## config.mk

```make
export PLATFORM = sky130hd
export DESIGN_NAME = elbuf_fifo
export DESIGN_NICKNAME = d
export VERILOG_FILES = /design/src/rtl/elbuf_fifo.sv
export SDC_FILE = /design/constraint.sdc
export NUM_CORES = 1
export LEC_CHECK = 0
export ABC_AREA = 0
export BUFFER_PORTS_ARGS = -buffer_cell sky130_fd_sc_hd__buf_4
export CAP_MARGIN = 20
export CORE_MARGIN = 2
export CORE_UTILIZATION = 50
export CTS_BUF_LIST = sky130_fd_sc_hd__clkbuf_4
export CTS_CLUSTER_SIZE = 24
export DETAILED_ROUTE_END_ITERATION = 12
export GPL_TIMING_DRIVEN = 0
export PLACE_DENSITY = 0.73
export SLEW_MARGIN = 20
export SYNTH_ARGS = -nofsm -noshare
export SYNTH_HDL_FRONTEND = slang
export SYNTH_SLANG_ARGS = --single-unit
```

## constraint.sdc

```tcl
create_clock -name clk -period 5.2 [get_ports clk]
set_clock_uncertainty 0.15 [all_clocks]
set_input_delay 1.04 -clock clk [delete_from_list [all_inputs] [get_ports clk]]
set_output_delay 1.04 -clock clk [all_outputs]
set_load 0.02 [all_outputs]
```

## src/rtl/elbuf_fifo.sv

```systemverilog
// elbuf_fifo: WIDTH-bit, DEPTH-entry elastic FIFO with req/ack handshakes on
// both sides. Every output is decoded from registers only, so there is no
// combinational path from i_1_ack to t_0_ack and no same-cycle bypass.
// Adds an occupancy count, a programmable almost-full flag and a synchronous
// clear that empties the FIFO.
module elbuf_fifo #(
    parameter int WIDTH = 32,
    parameter int DEPTH = 4,
    parameter int AFULL = DEPTH - 1,
    localparam int AW   = $clog2(DEPTH)
) (
    input  logic             clk,
    input  logic             reset_n,
    input  logic             clr,
    input  logic [WIDTH-1:0] t_0_dat,
    input  logic             t_0_req,
    output logic             t_0_ack,
    output logic [WIDTH-1:0] i_1_dat,
    output logic             i_1_req,
    input  logic             i_1_ack,
    output logic [AW:0]      count,
    output logic             afull
);

    // Elaboration-time parameter sanity checks.
    if ((DEPTH < 2) || ((DEPTH & (DEPTH - 1)) != 0)) begin : g_bad_depth
        $error("elbuf_fifo: DEPTH must be a power of two and at least 2");
    end
    if ((AFULL < 1) || (AFULL > DEPTH)) begin : g_bad_afull
        $error("elbuf_fifo: AFULL must lie in 1..DEPTH");
    end

    // Occupancy constants sized to the count register.
    localparam logic [AW:0] CNT_FULL  = DEPTH[AW:0];
    localparam logic [AW:0] CNT_AFULL = AFULL[AW:0];

    // Storage is deliberately not reset; the pointers define what is valid.
    logic [WIDTH-1:0] mem_reg [DEPTH];

    logic [AW-1:0] wr_ptr_reg, wr_ptr_next;
    logic [AW-1:0] rd_ptr_reg, rd_ptr_next;
    logic [AW:0]   count_reg,  count_next;
    logic          run_reg;

    logic push;
    logic pop;

    // Output decode, purely from registered state.
    always_comb begin
        i_1_req = (count_reg != '0);
        i_1_dat = mem_reg[rd_ptr_reg];
        t_0_ack = run_reg && (count_reg != CNT_FULL);
        afull   = (count_reg >= CNT_AFULL);
        count   = count_reg;
    end

    // Handshake decode and next-state for pointers and occupancy; clear wins.
    always_comb begin
        push        = t_0_req && t_0_ack;
        pop         = i_1_req && i_1_ack;
        wr_ptr_next = wr_ptr_reg;
        rd_ptr_next = rd_ptr_reg;
        count_next  = count_reg;
        if (clr) begin
            wr_ptr_next = '0;
            rd_ptr_next = '0;
            count_next  = '0;
        end else begin
            // Pointers wrap naturally at AW bits.
            if (push) begin
                wr_ptr_next = wr_ptr_reg + AW'(1);
            end
            if (pop) begin
                rd_ptr_next = rd_ptr_reg + AW'(1);
            end
            case ({push, pop})
                2'b10:   count_next = count_reg + (AW + 1)'(1);
                2'b01:   count_next = count_reg - (AW + 1)'(1);
                default: count_next = count_reg;
            endcase
        end
    end

    // Pointer and occupancy registers, cleared asynchronously by reset.
    always_ff @(posedge clk or negedge reset_n) begin
        if (!reset_n) begin
            wr_ptr_reg <= '0;
            rd_ptr_reg <= '0;
            count_reg  <= '0;
        end else begin
            wr_ptr_reg <= wr_ptr_next;
            rd_ptr_reg <= rd_ptr_next;
            count_reg  <= count_next;
        end
    end

    // Run flag holds off t_0_ack until the first edge after reset release.
    always_ff @(posedge clk or negedge reset_n) begin
        if (!reset_n) begin
            run_reg <= 1'b0;
        end else begin
            run_reg <= 1'b1;
        end
    end

    // Data write on an accepted beat; a beat accepted while clearing is dropped.
    always_ff @(posedge clk) begin
        if (push && !clr) begin
            mem_reg[wr_ptr_reg] <= t_0_dat;
        end
    end

endmodule

```

[After elaboration in Yosys (flattened, before gate mapping)]
Memories as Yosys holds them, arrays and structs flattened.
Index checks and enable logic that the tools add are counted.
Storage, ports and cells
  input port bits: 37
  RAM bits: 128
  output and inout port bits: 38
  word-level logic and storage cells: 30
  memories: 1
  bits in registers: 8
Memories
  mem_reg: depth 4, width 32, read ports 1, clocked after memory_dff 0, wr ports 1, RTL line 38  | logic [WIDTH-1:0] mem_reg [DEPTH];
Cells by class
  mux-type cells: 8
  $add $sub $neg: 4
  equality and inequality tests: 3
  order comparisons: 1
  reduce and logical (&&, ||, !) cells: 9
Operator list (count)
  2-bit 2-to-1 mux: 4
  3-bit one-hot mux with 2 select lines: 1
  3-bit nonzero test: 2
  2-bit by 1-bit adder with 2-bit output (second input constant): 2
  1-bit logical AND: 4
  2-bit nonzero test: 2
  3-bit by 1-bit adder with 3-bit output (second input constant): 1
  3-bit by 2-bit >= comparator with 1-bit output (second input constant): 1
  3-bit 2-to-1 mux: 1
  3-bit != test (second input constant): 1
  3-bit by 1-bit subtractor with 3-bit output (second input constant): 1
  2-bit by 1-bit equality test with 1-bit output (second input constant): 1
  2-bit equality test (second input constant): 1
  1-bit 2-to-1 mux: 2
  1-bit zero test: 1

[Depth between registers and ports, before layout]
Gate-level depths: netlist of the first run.
  word-level depth: 6
  depth in mapped cells: 6
  mapped depth without buffers: 6

[Worst setup path before layout of the first run]
No wires, ideal clock.
  kind: input to register
  start: in clr
  end: mem mem_reg[0][0] (enable)
  path buffers: 1
  library setup time: 392 ps
  path slack: 2286 ps
  arrival: 2372 ps
  stages on the path: 3
  data required time: 4658 ps
  cells stage by stage: dlymetal6s2s_1 > nor3_1 > and2_1
On the way
  longest elaborated chain between the ends: 4
RTL lines
  from (decl): RTL line 14  | input logic clr,
  1-bit zero test: RTL line 108  | if (push && !clr) begin
  1-bit logical AND: RTL line 108
  1-bit 2-to-1 mux: RTL line 108
  1-bit 2-to-1 mux (not written as such): RTL line 109  | mem_reg[wr_ptr_reg] <= t_0_dat;
  to (decl): RTL line 38
No other way between the ends.

[Worst setup path in the final report of the first run]
  start: reg rd_ptr_reg[1]
  end: out i_1_dat[27]
On the way
  longest elaborated chain between the ends: 1
RTL lines
  from (decl): RTL line 41  | logic [AW-1:0] rd_ptr_reg, rd_ptr_next;
  from (signal assigned): RTL line 92  | rd_ptr_reg <= rd_ptr_next;
  memory 4 x 32 bit
  to (decl): RTL line 18  | output logic [WIDTH-1:0] i_1_dat,
No other way between the ends.

==> key figures, run 1 <==
Outcome
  – Outcome: completed

Routing
  – WL/cell: 18.0 um
  – Total number of vias: 2453
  – Pre-antenna DRT Iters: 4
  – DR DRC count: 0
  – Initial DRC count: 123
  – DRT antenna net count: 0
  – Total routed wirelength: 8400 um
  – DR vias/cell: 5.25

Worst setup path
  – Kind of critical path: reg2out
  – Crit path DAT: 2.25 ns
  – Worst EP required: 4.01 ns
  – Crit path max fanout: 10
  – Crit end category: output port
  – Startpoint Class: register

Die
  – I/O pin count: 75
  – Die footprint: 11200 um2
  – Num rows: 37
  – Core ar.: 10200 um2
  – DIE WIDTH: 106 um
  – Die Ht: 106 um
  – Initial Utilization: 50.7%

Timing
  – Hold Vio Cnt, Final: 0
  – Unrepaired setup endpoints after global routing: no
  – Fin Setup TNS: 0 ns
  – Final period util: 66.2%
  – Max Slew Vio Count: 0
  – Final setup fails: 0
  – Final Worst Setup Slack: 1.76 ns
  – Slew @ Worst Pin: 0.700 ns
  – Slew HR: 53.3%
  – FMAX: 0.290 GHz
  – Minimum clock period: 3.44 ns

Finish
  – Layout cells sized above 1: 47.7%
  – Fillers: 749
  – Fin nets: 360
  – Ant. Diodes: 0
  – Number of flip-flops in the largest register: 128
  – Area delta synth->final: 22.5%

Synthesis
  – Main synth FF type: edfxtp_1
  – Asr flop ratio synth: 5.88%
  – Register bit total from synthesis: 136
  – Mapped Cells: 221
  – Mean Syn Cell Area: 23.4 um2
  – Most frequent cells after synthesis: 128 x edfxtp_1, 32 x mux4_2, 8 x dfrtp_1
  – Post-synth top area share: 74.4%
  – Synth top area cells: edfxtp_1 74%, mux4_2 14%, dfrtp_1 3.9%
  – Most numerous cell in the Yosys netlist: edfxtp_1
  – Mapped Area: 5160 um2
  – Netlist cell types: 33
  – Ys Warns: 0
  – Number of synthesized flops with an enable pin: 128
  – Post-synthesis sequential area ratio: 78.3%
  – Syn Nets: 263
  – Synth area leader: edfxtp_1

Placed design
  – DP HPWL: 5420 um
  – Port Buf Inserts: 74
  – RD Place Congestion: 0.694
  – Dpl ws: 2.21 ns

Clocking
  – Max clock buf depth: 2
  – CTS tree: built
  – # clock sinks: 136
  – Setup Fix Bufs, Post-CTS: 0
  – TritonCTS buffer count: 17
  – CTS resizes: 0
  – Hold Buf Count CTS: 0
  – H-tree levels: 4
  – Worst-Skew Late Latency: 0.47 ns
  – Clock-pin transition on the worst setup and hold timing paths: 0.11 ns
  – Clk root buf: clkbuf_4

Job
  – Max Cap Viol: 0

GRT
  – Global-route wire length before repair: 13300 um
  – Largest net degree at the start of global routing: 24
  – All-Layer GR Usage: 16.4%
  – Vias in the first global route: 2534
  – GR Overflow Total: 0
  – Initial antenna violation count: 0

Pwr
  – Worst VDD drop: 0.258 mV
  – Pwr dens: 433 nW/um2
  – Lkg Pwr: 0.00218 uW

Min path
  – Hold/Removal Path Class: in2async
[routing by layer]
layer	vias to the layer above	routed length, um	track usage (%)
li1	1118	-	-
met5	-	0	0
met3	4	422	5.01
met4	0	35	5.36
met2	74	4190	25.9
met1	1257	3750	22.0
[through the flow]
step | hold slack, ns | utilization (%) | std cells | instance area [um2] | power, uW
floorplan | 0.410 | - | 221 | 5160 | 1750
global placement | 0.441 | 57.8 | 431 | 5890 | 1990
detailed placement | 0.440 | 58.8 | 435 | 5990 | 2010
CTS | 0.156 | 62.1 | 467 | 6330 | 2780
global route | 0.146 | 62.1 | 467 | 6330 | 2860
finish | 0.209 | 62.1 | 467 | 6330 | 2740
[worst max-delay path: stages (launching register included)]
cell and delay, ns:
dfrtp_1 0.34, clkbuf_1 0.26, clkbuf_1 0.58, mux4_2 0.42, buf_4 0.17
[area by class of cell]
cell class | count | area (um2) | share of cell area, %
Buffer | 9 | 47.5 | 0.752
Clock buffer | 19 | 143 | 2.25
Clock inverter | 13 | 193 | 3.05
Inverter | 2 | 7.51 | 0.119
Multi-Input combinational cell | 74 | 1070 | 16.9
Sequential cell | 136 | 4040 | 63.9
Tap cell | 136 | 170 | 2.69
Timing Repair Buffer | 78 | 651 | 10.3
[power by group]
part | internal [uW] | total, uW | leakage, uW | switching (uW)
registers | 1240 | 1270 | 0.00126 | 30.9
clock network | 400 | 773 | 0.000175 | 373
logic | 349 | 701 | 0.000742 | 352
[path summary, 6_finish.rpt]
check	start	to	slack, ns	cells after the start
hold / removal	reset_n	count[1]$_DFFE_PN0P_	0.21	1
setup / recovery	rd_ptr_reg[1]$_DFFE_PN0P_	i_1_dat[27]	1.76	4
setup reg to reg	count[2]$_DFFE_PN0P_	count[2]$_DFFE_PN0P_	2.92	6
min in group clk	wr_ptr_reg[1]$_DFFE_PN0P_	wr_ptr_reg[1]$_DFFE_PN0P_	0.45	2
hold reg to reg	wr_ptr_reg[1]$_DFFE_PN0P_	wr_ptr_reg[1]$_DFFE_PN0P_	0.45	2
max in group asynchronous	reset_n	rd_ptr_reg[1]$_DFFE_PN0P_	4.56	1
[layout by cell type (no fill, tap or decap), types with 3 or more instances in the layout]
cell,instances
and2_2,4
buf_2,4
buf_4,74
bufinv_16,4
clkbuf_1,4
clkbuf_4,19
dfrtp_1,8
edfxtp_1,128
ha_1,4
inv_6,4
mux4_2,32
nand2_1,3
nor2_1,4
nor3_1,3
o21ai_0,3
[cells by family after synthesis]
group,synth area share (%)
buffers and inverters,1.07
multiplexers,14.1
other,0.0726
adder cells (fa/ha/maj),1.36
flip-flops,78.3
XOR/XNOR,0.509
AO/OA/AOI/OAI,1.53
AND/OR/NAND/NOR,3.03
(Power assumes the default switching activity.)
==> inputs of run 2 (changes only) <==
==> constraint.sdc (replaced) <==
create_clock -name clk -period 3.4 [get_ports clk]
set_clock_uncertainty 0.15 [all_clocks]
set_input_delay 0.68 -clock clk [delete_from_list [all_inputs] [get_ports clk]]
set_output_delay 0.68 -clock clk [all_outputs]
set_load 0.02 [all_outputs]
==> run 2 against run 1 <==
Cell count is 0.21% higher; critical path depth is the same; via count increased by 0.12%; die area is the same; global-route usage is essentially flat; highest routed layer unchanged; register-to-register slack worse by 1.8 ns; combinational power grew 53%; worst hold slack better by 0.026 ns; cell area increased by 0.16%.
==> key figures, run 2 (synthesized netlist as in run 1, its figures left out) <==
Worst setup path
  – Path depth of the worst reg2reg path: 6 (unchanged)
  – Kind of critical path: reg2out
  – Worst EP required: 2.57 ns (-1.44 ns)
  – Crit end category: output port
  – Startpoint Class: register
  – Crit path max fanout: 10 (unchanged)
  – Crit path DAT: 2.25 ns (about the same)

GRT
  – All-Layer GR Usage: 16.3% (about the same)
  – GR Overflow Total: 0 (unchanged)
  – Global-route wire length before repair: 13300 um (-0.10%)
  – Vias in the first global route: 2528 (-0.24%)
  – Initial antenna violation count: 0 (unchanged)
  – Largest net degree at the start of global routing: 24 (unchanged)

Timing
  – Max Slew Vio Count: 0 (unchanged)
  – Hold Vio Cnt, Final: 0 (unchanged)
  – Final period util: 90.7%
  – Unrepaired setup endpoints after global routing: no
  – Slew @ Worst Pin: 0.702 ns (+0.00135 ns)
  – Minimum clock period: 3.08 ns
  – FMAX: 0.324 GHz
  – Slew HR: 53.2% (-0.090 points)
  – Fin Setup TNS: 0 ns (unchanged)
  – Final setup fails: 0 (unchanged)

Die
  – Die footprint: 11200 um2 (unchanged)
  – I/O pin count: 75 (unchanged)
  – DIE WIDTH: 106 um (unchanged)
  – Core ar.: 10200 um2 (unchanged)
  – Die Ht: 106 um (unchanged)
  – Num rows: 37 (unchanged)
  – Initial Utilization: 50.7% (unchanged)

Pwr
  – Sequential power share: 46.2% (about the same)
  – Design internal power: 3040 uW (+53%)
  – Sw Share: 27.6% (about the same)
  – Psw: 1160 uW (+53%)
  – Worst VDD drop: 0.395 mV (+53%)
  – Lkg Pwr: 0.00218 uW (+0.19%)
  – Pwr dens: 662 nW/um2 (+53%)
  – Pwr Total: 4190 uW (+53%)
  – Clock power frac: 28.2% (about the same)
  – Logic pwr share: 25.6% (about the same)

Clocking
  – H-tree levels: 4 (unchanged)
  – Clk root buf: clkbuf_4
  – TritonCTS buffer count: 17 (unchanged)
  – Max clock buf depth: 2 (unchanged)
  – # clock sinks: 136 (unchanged)
  – Worst-Skew Late Latency: 0.47 ns (about the same)
  – CTS tree: built
  – Clock-pin transition on the worst setup and hold timing paths: 0.13 ns (+0.02 ns)

Finish
  – Most common cell after layout, fill and taps aside: edfxtp_1
  – Commonest non-fill, non-tap cells in the layout: 128 x edfxtp_1, 74 x buf_4, 32 x mux4_2
  – Fin nets: 361 (+0.28%)
  – Area delta synth->final: 22.7%
  – Fillers: 749 (unchanged)
  – Area of the multi-input gates: 1070 um2 (unchanged)
  – Ant. Diodes: 0 (unchanged)
  – Layout cells sized above 1: 47.6% (-0.14 points)
  – Register area: 4040 um2 (unchanged)
  – Number of flip-flops in the largest register: 128 (unchanged)

Min path
  – Hold/Removal Path Class: in2reg
  – Hold depth: 1

Routing
  – Initial DRC count: 133 (+8.1%)
  – Pre-antenna DRT Iters: 4 (unchanged)
  – WL/cell: 17.9 um (-0.20%)
  – Total routed wirelength: 8400 um (about the same)
  – DR vias/cell: 5.25 (about the same)
  – DR DRC count: 0 (unchanged)
  – Total number of vias: 2456 (+0.12%)
  – DRT antenna net count: 0 (unchanged)

Outcome
  – Outcome: completed

Placed design
  – Port Buf Inserts: 74 (unchanged)
  – RD Place Congestion: 0.694 (unchanged)
  – DP HPWL: 5420 um (unchanged)

Job
  – Max Cap Viol: 0 (unchanged)
run 2: changes by cell type in the layout (fill, tap and decap cells not counted), sizes merged:
cell,previous run,this run
dlygate4sd3,0,1
run 2: power groups by stage:
stage | clock network (uW) | registers (uW) | logic, uW
after floorplan | 0 | 1990 | 693
after global placement | 0 | 1980 | 1070
after detailed placement | 0 | 1980 | 1090
after CTS | 1210 | 1940 | 1100
after global routing | 1280 | 1950 | 1150
final | 1180 | 1940 | 1070
run 2: critical path: stages (launching register included):
cell,delay (ns)
dfrtp_1,0.34
clkbuf_1,0.26
clkbuf_1,0.58
mux4_2,0.42
buf_4,0.17
run 2: cell type report:
| class | count | area share, % |
|---|---|---|
| buffer | 9 | 0.750 |
| clock buffer | 19 | 2.25 |
| clock inverter | 13 | 3.04 |
| inverter | 2 | 0.118 |
| multi-input combinational | 74 | 16.9 |
| sequential | 136 | 63.8 |
| tap | 136 | 2.69 |
| timing repair buffer | 79 | 10.4 |
run 2: path summary, 6_finish.rpt:
| check | startpoint | slack, ns | endpoint |
|---|---|---|---|
| hold / removal | t_0_dat[8] | 0.24 | mem_reg[3][8]$_DFFE_PP_ |
| setup / recovery | rd_ptr_reg[1]$_DFFE_PN0P_ | 0.32 | i_1_dat[27] |
| hold reg to reg | wr_ptr_reg[1]$_DFFE_PN0P_ | 0.45 | wr_ptr_reg[1]$_DFFE_PN0P_ |
| setup reg to reg | count[2]$_DFFE_PN0P_ | 1.12 | count[2]$_DFFE_PN0P_ |
| max in group asynchronous | reset_n | 2.58 | rd_ptr_reg[1]$_DFFE_PN0P_ |
| min in group asynchronous | reset_n | 0.39 | count[1]$_DFFE_PN0P_ |
run 2: per-stage QoR:
step / worst slack, ns / cells / instance area, um2 / util, % / hold WS, ns
after detailed placement: 0.775 / 435 / 5990 / 58.8 / 0.359
final: 0.315 / 468 / 6340 / 62.2 / 0.235
after floorplan: 0.846 / 221 / 5160 / - / 0.234
after global placement: 0.0349 / 431 / 5890 / 57.8 / 0.357
after global routing: 0.130 / 468 / 6340 / 62.2 / 0.167
after CTS: 0.206 / 468 / 6340 / 62.2 / 0.182
run 2: layer usage:
layer / global-route usage (%) / wire length, um / vias to the layer above
met1: 22.0 / 3750 / 1258
met4: 5.36 / 35 / 0
li1: - / - / 1120
met3: 5.01 / 426 / 4
met5: 0 / 0 / -
met2: 25.9 / 4190 / 74
run 2: repair_timing:
action	4_1_cts	5_1_grt
endpoints found under the hold margin	8	0
gates resized for setup	0	0
buffers inserted	0	0
hold buffers	1	0
==> inputs of run 3 (changes only) <==
--- a/config.mk
+++ b/config.mk
@@ -7,15 +7,16 @@
 export LEC_CHECK = 0
 export ABC_AREA = 0
 export BUFFER_PORTS_ARGS = -buffer_cell sky130_fd_sc_hd__buf_4
-export CAP_MARGIN = 20
+export CAP_MARGIN = 10
 export CORE_MARGIN = 2
 export CORE_UTILIZATION = 50
 export CTS_BUF_LIST = sky130_fd_sc_hd__clkbuf_4
 export CTS_CLUSTER_SIZE = 24
 export DETAILED_ROUTE_END_ITERATION = 12
 export GPL_TIMING_DRIVEN = 0
-export PLACE_DENSITY = 0.73
+export PLACE_DENSITY_LB_ADDON = 0.08
 export SLEW_MARGIN = 20
 export SYNTH_ARGS = -nofsm -noshare
 export SYNTH_HDL_FRONTEND = slang
 export SYNTH_SLANG_ARGS = --single-unit
+export TNS_END_PERCENT = 100
==> run 3 against run 2 <==
Via count fell by 1.8%; cell count fell by 0.43%; cell area fell by 1.3%; wire length rose by 1.8%; critical path depth did not move; combinational power barely moved; worst hold slack got worse by 0.021 ns; critical path type unchanged; largest power group unchanged; highest routed layer unchanged.
==> key figures, run 3 (synthesized netlist as in run 1, its figures left out) <==
Finish
  – Area delta synth->final: 21.1%
  – Number of flip-flops in the largest register: 128 (unchanged)
  – Util after Layout: 61.4% (-0.82 points)
  – Register area: 4040 um2 (unchanged)
  – Layout cells sized above 1: 47.3% (-0.32 points)
  – Most common cell after layout, fill and taps aside: edfxtp_1
  – Fin nets: 361 (unchanged)
  – Fillers: 784 (+4.7%)
  – Area of the multi-input gates: 1070 um2 (unchanged)
  – Ant. Diodes: 0 (unchanged)
  – Final Cell Area: 6250 um2 (-1.3%)
  – Commonest non-fill, non-tap cells in the layout: 128 x edfxtp_1, 74 x buf_4, 32 x mux4_2

Die
  – Die Ht: 106 um (unchanged)
  – Core ar.: 10200 um2 (unchanged)
  – I/O pin count: 75 (unchanged)
  – Initial Utilization: 50.7% (unchanged)
  – DIE WIDTH: 106 um (unchanged)
  – Die footprint: 11200 um2 (unchanged)
  – Num rows: 37 (unchanged)

Clocking
  – Clk root buf: clkbuf_4
  – Max clock buf depth: 2 (unchanged)
  – CTS tree: built
  – Worst-Skew Late Latency: 0.50 ns (+0.03 ns)
  – H-tree levels: 4 (unchanged)
  – Clock-pin transition on the worst setup and hold timing paths: 0.11 ns (-0.02 ns)
  – CTS resizes: 0 (unchanged)
  – TritonCTS buffer count: 17 (unchanged)
  – # clock sinks: 136 (unchanged)
  – Setup Fix Bufs, Post-CTS: 0 (unchanged)

Worst setup path
  – Kind of critical path: reg2out
  – RR Startpoint: count[0]$_DFFE_PN0P_
  – Crit path max fanout: 10 (unchanged)
  – Worst Setup SP: rd_ptr_reg[1]$_DFFE_PN0P_
  – Crit path DAT: 2.30 ns (+0.05 ns)
  – Crit end category: output port
  – Worst EP required: 2.57 ns (about the same)
  – Startpoint Class: register

Routing
  – Total routed wirelength: 8550 um (+1.8%)
  – Total number of vias: 2411 (-1.8%)
  – WL/cell: 18.4 um (+2.3%)
  – DR DRC count: 0 (unchanged)
  – Initial DRC count: 121 (-9.0%)
  – DRT antenna net count: 0 (unchanged)
  – DR vias/cell: 5.17 (-1.4%)
  – Pre-antenna DRT Iters: 5 (+1)

GRT
  – Vias in the first global route: 2558 (+1.2%)
  – Global-route wire length before repair: 13400 um (+0.47%)
  – All-Layer GR Usage: 16.5% (+0.19 points)
  – Largest net degree at the start of global routing: 19 (-21%)
  – GR Overflow Total: 0 (unchanged)
  – Initial antenna violation count: 0 (unchanged)

Timing
  – Hold Vio Cnt, Final: 0 (unchanged)
  – Slew HR: 54.2% (+0.99 points)
  – Slew @ Worst Pin: 0.687 ns (-0.0148 ns)
  – Minimum clock period: 3.13 ns (+0.0442 ns)
  – Max Slew Vio Count: 0 (unchanged)
  – Unrepaired setup endpoints after global routing: no
  – Final period util: 92.0% (+1.3 points)
  – Fin Setup TNS: 0 ns (unchanged)
  – Final setup fails: 0 (unchanged)
  – FMAX: 0.320 GHz (-1.4%)

Placed design
  – RD Place Congestion: 0.694 (+0.12%)
  – Area after DPL: 6010 um2 (+0.25%)
  – Port Buf Inserts: 74 (unchanged)
  – DP HPWL: 5510 um (+1.6%)

Min path
  – Hold/Removal Path Class: in2reg
  – HP Start: t_0_dat[17]

Pwr
  – Lkg Pwr: 0.00214 uW (-1.8%)
  – Pwr dens: 628 nW/um2 (-5.1%)
  – Worst VDD drop: 0.382 mV (-3.3%)

Outcome
  – Outcome: completed

Job
  – Max Cap Viol: 0 (unchanged)
run 3: cell types whose count changed in the layout (fill, tap and decap cells not counted), sizes merged:
cell	before	now
clkinv	3	8
bufinv	4	1
inv	6	3
clkbuf	23	21
clkinvlp	2	3
run 3: path summary, 6_finish.rpt:
path,cells past startpoint,to,slack (ns)
setup / recovery,4,i_1_dat[15],0.27
hold / removal,1,mem_reg[0][17]$_DFFE_PP_,0.21
setup reg to reg,6,count[2]$_DFFE_PN0P_,1.11
hold reg to reg,2,wr_ptr_reg[1]$_DFFE_PN0P_,0.46
max in group asynchronous,2,rd_ptr_reg[0]$_DFFE_PN0P_,2.61
min in group asynchronous,2,count[2]$_DFFE_PN0P_,0.35
run 3: through the flow:
step,std cells,hold slack [ns],total power (uW),worst slack [ns]
final,466,0.214,3930,0.271
after global routing,466,0.160,4110,0.126
after CTS,466,0.170,3980,0.223
after detailed placement,435,0.357,3080,0.722
after global placement,431,0.356,3060,0.0489
after floorplan,221,0.234,2680,0.846
run 3: report_power, final:
group | switching, uW | internal (uW)
Sequential | 49.8 | 1890
Combinational | 539 | 536
Clock | 560 | 350
run 3: cell type report:
| cell class | instances | area share (%) |
|---|---|---|
| Timing Repair Buffer | 79 | 10.8 |
| Tap cell | 136 | 2.72 |
| Sequential cell | 136 | 64.7 |
| Multi-Input combinational cell | 74 | 17.1 |
| Clock inverter | 13 | 1.74 |
| Buffer | 9 | 0.760 |
| Inverter | 2 | 0.120 |
| Clock buffer | 17 | 2.04 |
run 3: repair_timing:
| action | CTS | global route |
|---|---|---|
| hold buffers | 1 | 0 |
| hold endpoints to repair | 8 | 0 |
| setup endpoints to repair | 0 | 0 |
run 3: worst max-delay path, stage by stage, from the launching register on:
cell and delay [ns]:
dfrtp_1 0.33, clkbuf_1 0.28, clkbuf_1 0.57, mux4_2 0.43, buf_4 0.18
run 3: metal layers:
metal	wire length [um]	track usage, %	up-vias
met1	3620	20.9	1225
met3	412	5.01	8
met5	0	0	-
met4	65	6.48	0
li1	-	-	1117
met2	4450	27.2	61
